`config.mk`:
```
export PLATFORM = sky130hd
export DESIGN_NAME = field_rule_programmer
export DESIGN_NICKNAME = d
export VERILOG_FILES = /design/src/rtl/field_prog_pkg.sv /design/src/rtl/rr_arbiter2.sv /design/src/rtl/field_rule_programmer.sv
export SDC_FILE = /design/constraint.sdc
export NUM_CORES = 1
export LEC_CHECK = 0
export CELL_PAD_IN_SITES_DETAIL_PLACEMENT = 1
export CELL_PAD_IN_SITES_GLOBAL_PLACEMENT = 1
export CORE_MARGIN = 1.5
export CORE_UTILIZATION = 29
export CTS_CLUSTER_SIZE = 24
export DETAILED_ROUTE_END_ITERATION = 8
export MAX_ROUTING_LAYER = met4
export PLACE_DENSITY_LB_ADDON = 0.1
export SKIP_CTS_REPAIR_TIMING = 1
export SLEW_MARGIN = 20
export SYNTH_ARGS = -nofsm -noshare
export SYNTH_HDL_FRONTEND = slang
export SYNTH_SLANG_ARGS = --single-unit
```
`constraint.sdc`:
```
create_clock -name clk -period 3.12 [get_ports clk]
set_input_delay 0.78 -clock clk [delete_from_list [all_inputs] [get_ports clk]]
set_output_delay 0.78 -clock clk [all_outputs]
set_load 0.1 [all_outputs]
```
`src/rtl/field_prog_pkg.sv`:
```
// Shared types and helpers for the field rule programmer.
package field_prog_pkg;

  // Control nibble that makes a field unit pass its header field through unchanged.
  localparam logic [3:0] LU_CTRL_PASS = 4'h0;

  // Width of a field-select index; never narrower than one bit.
  function automatic int fsel_w(input int num_fields);
    if (num_fields <= 2) return 1;
    return $clog2(num_fields);
  endfunction

  // Instruction word width: control nibble on top of the header-field operand.
  function automatic int inst_w(input int data_width);
    return data_width + 4;
  endfunction

  typedef enum logic {
    ST_INIT = 1'b0,
    ST_RUN  = 1'b1
  } state_e;

endpackage

```
`src/rtl/rr_arbiter2.sv`:
```
// Two-requester round-robin arbiter. Ready is combinational; the priority
// pointer flips to the other requester after every grant and holds otherwise.
module rr_arbiter2 (
  input  logic       clk,
  input  logic       rst,
  input  logic [1:0] i_valid,
  output logic [1:0] o_ready,
  output logic       o_grant_idx,
  output logic       o_ptr
);

  logic r_ptr;

  // A lone requester always wins; on contention the pointer decides.
  always_comb begin
    o_ready[0] = i_valid[0] && (!i_valid[1] || (r_ptr == 1'b0));
    o_ready[1] = i_valid[1] && (!i_valid[0] || (r_ptr == 1'b1));
  end

  assign o_grant_idx = o_ready[1];
  assign o_ptr       = r_ptr;

  // Hand priority to the other requester after each accepted grant.
  // NOTE: state registers use non-blocking (<=) so every flop samples pre-edge values.
  always_ff @(posedge clk) begin
    if (rst) begin
      r_ptr <= 1'b0;
    end else if (|o_ready) begin
      r_ptr <= ~o_grant_idx;
    end
  end

endmodule

```
`src/rtl/field_rule_programmer.sv`:
```
// Write-side controller for a bank of field action units: sweeps every
// instruction-memory address with INIT_WORD, then issues one registered
// write per accepted rule request from two round-robin requesters.
module field_rule_programmer
  import field_prog_pkg::*;
#(
  parameter int                    DATA_WIDTH = 32,
  parameter int                    ADDR_WIDTH = 2,
  parameter int                    NUM_FIELDS = 3,
  parameter logic [DATA_WIDTH+3:0] INIT_WORD  = {LU_CTRL_PASS, {DATA_WIDTH{1'b0}}},
  localparam int                   FSW        = fsel_w(NUM_FIELDS),
  localparam int                   IW         = inst_w(DATA_WIDTH)
) (
  input  logic                    clk,
  input  logic                    rst,
  input  logic                    clear_req,
  input  logic [1:0]              req_valid,
  output logic [1:0]              req_ready,
  input  logic [2*FSW-1:0]        req_field,
  input  logic [2*ADDR_WIDTH-1:0] req_addr,
  input  logic [2*IW-1:0]         req_data,
  output logic [NUM_FIELDS-1:0]   we,
  output logic [ADDR_WIDTH-1:0]   w_addr,
  output logic [IW-1:0]           wd,
  output logic                    init_done,
  output logic                    err
);

  // One extra counter bit lets the sweep spend a cycle past the last address
  // before entering RUN, so init_done rises after the final sweep write.
  localparam int             CNT_W   = ADDR_WIDTH + 1;
  localparam logic [CNT_W-1:0] CNT_END = CNT_W'(1 << ADDR_WIDTH);

  state_e                  r_state, w_state_nxt;
  logic [CNT_W-1:0]        r_cnt, w_cnt_nxt;
  logic [NUM_FIELDS-1:0]   r_we, w_we_nxt;
  logic [ADDR_WIDTH-1:0]   r_w_addr, w_addr_nxt;
  logic [IW-1:0]           r_wd, w_wd_nxt;
  logic                    r_init_done;
  logic                    r_err, w_err_nxt;

  logic [1:0]              w_arb_valid;
  logic [1:0]              w_arb_ready;
  logic                    w_grant_idx;
  logic                    w_unused_ptr;
  logic [FSW-1:0]          w_sel_field;
  logic [ADDR_WIDTH-1:0]   w_sel_addr;
  logic [IW-1:0]           w_sel_data;

  // Requests are only visible to the arbiter in RUN and never while reset is held.
  assign w_arb_valid = ((r_state == ST_RUN) && !rst) ? req_valid : 2'b00;

  rr_arbiter2 u_arb (
    .clk         (clk),
    .rst         (rst),
    .i_valid     (w_arb_valid),
    .o_ready     (w_arb_ready),
    .o_grant_idx (w_grant_idx),
    .o_ptr       (w_unused_ptr)
  );

  assign req_ready   = w_arb_ready;
  assign w_sel_field = w_grant_idx ? req_field[FSW +: FSW]               : req_field[0 +: FSW];
  assign w_sel_addr  = w_grant_idx ? req_addr[ADDR_WIDTH +: ADDR_WIDTH]  : req_addr[0 +: ADDR_WIDTH];
  assign w_sel_data  = w_grant_idx ? req_data[IW +: IW]                  : req_data[0 +: IW];

  // Next-state and next-output decode for the sweep / run controller.
  // NOTE: every signal gets a default first so no path leaves one unassigned (no latches).
  always_comb begin
    w_state_nxt = r_state;
    w_cnt_nxt   = r_cnt;
    w_we_nxt    = '0;
    w_addr_nxt  = r_w_addr;
    w_wd_nxt    = r_wd;
    w_err_nxt   = 1'b0;
    case (r_state)
      ST_INIT: begin
        if (r_cnt == CNT_END) begin
          w_state_nxt = ST_RUN;
        end else begin
          w_we_nxt   = '1;
          w_addr_nxt = r_cnt[ADDR_WIDTH-1:0];
          w_wd_nxt   = INIT_WORD;
          w_cnt_nxt  = r_cnt + CNT_W'(1);
        end
        if (clear_req) begin
          w_state_nxt = ST_INIT;
          w_cnt_nxt   = '0;
        end
      end
      ST_RUN: begin
        if (|w_arb_ready) begin
          w_addr_nxt = w_sel_addr;
          w_wd_nxt   = w_sel_data;
          if (int'(w_sel_field) < NUM_FIELDS) begin
            w_we_nxt = NUM_FIELDS'(1) << w_sel_field;
          end else begin
            w_err_nxt = 1'b1;
          end
        end
        // A write granted alongside clear_req still issues; the sweep follows it.
        if (clear_req) begin
          w_state_nxt = ST_INIT;
          w_cnt_nxt   = '0;
        end
      end
      default: w_state_nxt = ST_INIT;
    endcase
  end

  // State, sweep counter and registered write-port outputs.
  always_ff @(posedge clk) begin
    if (rst) begin
      r_state     <= ST_INIT;
      r_cnt       <= '0;
      r_we        <= '0;
      r_w_addr    <= '0;
      r_wd        <= '0;
      r_init_done <= 1'b0;
      r_err       <= 1'b0;
    end else begin
      r_state     <= w_state_nxt;
      r_cnt       <= w_cnt_nxt;
      r_we        <= w_we_nxt;
      r_w_addr    <= w_addr_nxt;
      r_wd        <= w_wd_nxt;
      r_init_done <= (w_state_nxt == ST_RUN);
      r_err       <= w_err_nxt;
    end
  end

  assign we        = r_we;
  assign w_addr    = r_w_addr;
  assign wd        = r_wd;
  assign init_done = r_init_done;
  assign err       = r_err;

endmodule

```
Word level (Yosys, flattened, before mapping)
Index checks and enable logic that the tools add are counted.
Widths: inputs -> output; s select.

storage, ports and cells
  bits in registers = 47
  bits in latches = 0
  memory bits (writable) = 0
  bits in read-only memories = 0
  input port bits = 85
  output and inout port bits = 45
  word-level logic and storage cells = 54
  memories kept = 0

cells by class
  add/subtract/negate cells = 1
  $mul = 0
  div/mod/pow operators = 0
  $lt $le $gt $ge = 1
  equality and inequality tests = 5
  shift-type cells = 1
  muxes and demuxes = 23
  bitwise logic cells = 4
  reduce and logical (&&, ||, !) cells = 12

operators with widths
  kind                 number
  $mux 36              3
  $pmux 36 s2          1
  $mux 3               6
  $pmux 3 s2           2
  $mux 2               5
  $mux 1               4
  $ne 2x2->1 const B   2
  $not 1->1            4
  $pmux 2 s2           1
  $reduce_and 2->1     2
  $add 3x1->3 const B  1
  $eq 3x3->1 const B   1
  $logic_and 1x1->1    3
  $logic_not 1->1      3
  $ne 3x3->1 const B   1
  $reduce_or 3->1      1
  $shl 1x2->3 const A  1
  $logic_or 1x1->1     2
  $lt 2x2->1 const B   1
  $ne 2x1->1 const B   1
  $pmux 1 s2           1
  $reduce_or 2->1      1

Depth between registers and ports, before layout
  depth after elaboration = 11
  depth in mapped cells = 6
  mapped depth without buffers = 5

Modules after synthesis
From an unflattened synthesis, not the netlist that was laid out.

unflattened totals
  cell total of the unflattened synthesis = 240
  area total of the unflattened synthesis = 2233.4 sq um

by module, submodules not included
  module                 instances  cells each  area an instance (sq um)  seq. area each (sq um)
  field_rule_programmer  1          233         2167.1                    920.9
  rr_arbiter2            1          7           66.3                      20.0

Worst setup path before layout
Ideal clock, no wire load.

  kind = register to output
  start point = reg init_done (netlist name)
  end point = out req_ready[0]
  data arrival time = 3.265 ns
  data required time = 2.340 ns
  path slack = -0.925 ns
  stages on the path, launching flop included = 7
  buffers on the path = 3
  path through = dfxtp_1 > nor2b_1 > buf_2 > buf_2 > buf_2 > nand2_1 > a21oi_1

RTL lines
  element    RTL line                     source
  to (decl)  field_rule_programmer.sv:18  output logic [1:0] req_ready,

Final worst setup path
  start point = in rst
  end point = out req_ready[0]

between the ends
  word-level cells in the longest chain between the ends = 6

ends and longest elaborated chain
  element                RTL line                     source
  from (decl)            field_rule_programmer.sv:15  input logic rst,
  $logic_not 1->1 (*)    field_rule_programmer.sv:51  assign w_arb_valid = ((r_state == ST_RUN) && !rst) ? req_valid : 2'b00;
  $logic_and 1x1->1 (*)  field_rule_programmer.sv:51
  $mux 2 (*)             field_rule_programmer.sv:51
  $logic_not 1->1        rr_arbiter2.sv:16            o_ready[0] = i_valid[0] && (!i_valid[1] || (r_ptr == 1'b0));
  $logic_or 1x1->1       rr_arbiter2.sv:16
  $logic_and 1x1->1 (*)  rr_arbiter2.sv:16

Every way passes the cells marked *; elsewhere a longest branch is shown, timed or not.

==> reports/qor.yml <==
status: "complete, no violations"
track_usage_pct: 19.45
ys_top_cells_by_area: "dfxtp_1 40%, o221ai_1 13%, nand4_1 11%"
yosysUniqueCellTypes: 33
grt_max_degree: 50
regArea_um2: 942.2
clk_pin_slew_ns: 0.08
die_area_um2: 8612
coreArea_um2: 7767
nNetsFinal: 484
viasPerCell: 5.228
htreeDepth: 2
ant_nets: 0
synth_top_family_by_area: "simple AND/OR/NAND/NOR gates"
syn_area_um2: 2338
muxShareOfSynthArea_pct: 0
tritoncts: "yes"
synth_top_area_share_pct: 40.24
worstSetupPathType: "in -> out"
io_buffers: 129
synth-simple-area-share_pct: 25.58
multiInputGateArea_um2: 1122
vias: 2614
cap_violations: 0
end_kind: "primary output"
yosysSeqAreaShare_pct: 40.24
gp_congestion: 0.7320
clk-insertion-delay-late_ns: 0.30
syn_inst: 286
ir_worst_vdd_v: 0.0001434
fin_ws_ns: 0.3835
dp_slack_ns: 0.3513
final_common_cell: "clkdlybuf4s50_1"
drtIter0Drc: 83
setup_viol: 0
grt_pass1_vias: 2698
drt-total-wl_um: 8249
mostFrequentLayoutCells: "83 x clkdlybuf4s50_1, 51 x buf_4, 46 x dfxtp_1"
area_growth_pct: 57.46
min_period_ns: 2.736
finalSetupTns_ns: 0
yosys.area.top_type: "dfxtp_1"
grt_pass1_wl_um: 13060
path_max_fanout: 6
die_x_um: 92.80
fin_skew_ns: 0.006684
cts_root_buffer: "clkbuf_8"
synth_fp_nets: 373
antenna_found_initial: 0
antenna_cells: 0
hold_path_class: "reg -> reg"
syn_area_per_cell_um2: 8.177
drv_slew: 0
p_leak_nw: 1.293
ios: 130
initial_core_util_pct: 30.11
drt_pass1_iterations: 4
synthAdderAreaFrac_pct: 1.070
rsz0062_at_grt: "false"
clk_path_buf_depth: 2
fill_cells: 934
worstMarginPinSlew_ns: 0.5089
finalCritPeriodShare_pct: 87.71
max_freq_ghz: 0.3654
p_per_area_nw_per_um2: 315.0
drive_gt1_share_pct: 17.34
crit_arrival_ns: 1.96
startpoint_type: "primary input"
hpwlAfterDp_um: 5685
yosys_register_bits: 47
grt_remaining_overflow: 0
wl_per_cell_um: 16.50
hold_viol: 0
die_h_um: 92.80
numCtsBuffers: 5
cp.required_ns: 2.34
relSlewSlack_pct: 66.08
yosys_warnings: 0
drc_errors: 0
numClockSinks: 47
synth_compound_area_share_pct: 20.06
row_count: 32
synth_xor_area_share_pct: 0.3745
==> worst max-delay path, cell delays in order <==
cell	delay [ns]
clkdlybuf4s50_1	0.53
nor2b_4	0.20
nand2_1	0.10
a21oi_4	0.15
buf_12	0.19
==> kinds of logic after synthesis <==
group                    after synthesis
AO/OA/AOI/OAI                         58
adder cells (fa/ha/maj)                2
AND/OR/NAND/NOR                      105
buffers and inverters                 73
flip-flops                            47
XOR/XNOR                               1
==> stage by stage <==
step / power (mW) / cell area (um2) / hold WS [ns] / std cells / utilization, %
6_report: 1.160 / 3682 / 0.4992 / 500 / 47.41
3_5_place_dp: 0.8151 / 3601 / 0.4990 / 492 / 46.36
2_1_floorplan: 0.6848 / 2351 / 0.4637 / 286 / -
3_3_place_gp: 0.8145 / 3601 / 0.5013 / 492 / 46.36
5_1_grt: 1.216 / 3682 / 0.5405 / 500 / 47.41
4_1_cts: 1.180 / 3682 / 0.5104 / 500 / 47.41
==> layer usage <==
metal / part of all wire (%) / track usage, %
met4: 0.42 / 3.409
met3: 4.5 / 3.202
met2: 47 / 33.45
met1: 48 / 24.19
met5: 0 / -
==> Yosys cell counts <==
cell type	number
a211o_1	1
a21boi_0	1
a21o_1	1
a21oi_1	8
a311oi_1	1
a31o_2	1
and2_1	1
and3_1	1
and3b_1	1
and4b_1	2
buf_1	4
buf_2	15
buf_4	1
clkbuf_1	13
dfxtp_1	47
ha_1	2
inv_1	40
nand2_1	5
nand2b_1	5
nand3_1	36
nand4_1	40
nor2_1	5
nor2b_1	4
nor3b_1	1
o211ai_1	2
o21ai_0	1
o21ai_2	1
o221ai_1	36
o311ai_1	3
o41ai_1	2
or2_2	3
or3_1	1
xnor2_1	1
==> layout make-up <==
| cell class | instances | share of cell area (%) |
|---|---|---|
| Tap cell | 102 | 3.466 |
| Multi-Input combinational cell | 166 | 30.48 |
| Timing Repair Buffer | 137 | 34.18 |
| Clock inverter | 1 | 0.1359 |
| Clock buffer | 7 | 2.073 |
| Sequential cell | 47 | 25.59 |
| Inverter | 40 | 4.077 |
==> power by group <==
group | switching, mW | internal (mW) | total [mW]
sequential | 0.00341 | 0.604 | 0.607
clock | 0.202 | 0.158 | 0.359
combinational | 0.0837 | 0.109 | 0.193
==> registers in the layout, indices dropped and copies added, names as in the netlist <==
signal	cells
err	1
init_done	1
r_cnt	3
u_arb.o_ptr	1
w_addr	2
wd	36
we	3
==> path summary, 6_finish.rpt <==
check                        startpoint  slack [ns]  cells after the start                     end
hold / removal    r_cnt[1]$_SDFFE_PP0P_        0.50                      2   r_cnt[1]$_SDFFE_PP0P_
hold reg to reg   r_cnt[1]$_SDFFE_PP0P_        0.50                      2   r_cnt[1]$_SDFFE_PP0P_
setup / recovery                    rst        0.38                      5            req_ready[0]
setup reg to reg   init_done$_SDFF_PP0_        1.18                      4  w_addr[0]$_SDFFE_PP0P_
(Power assumes the default switching activity.)
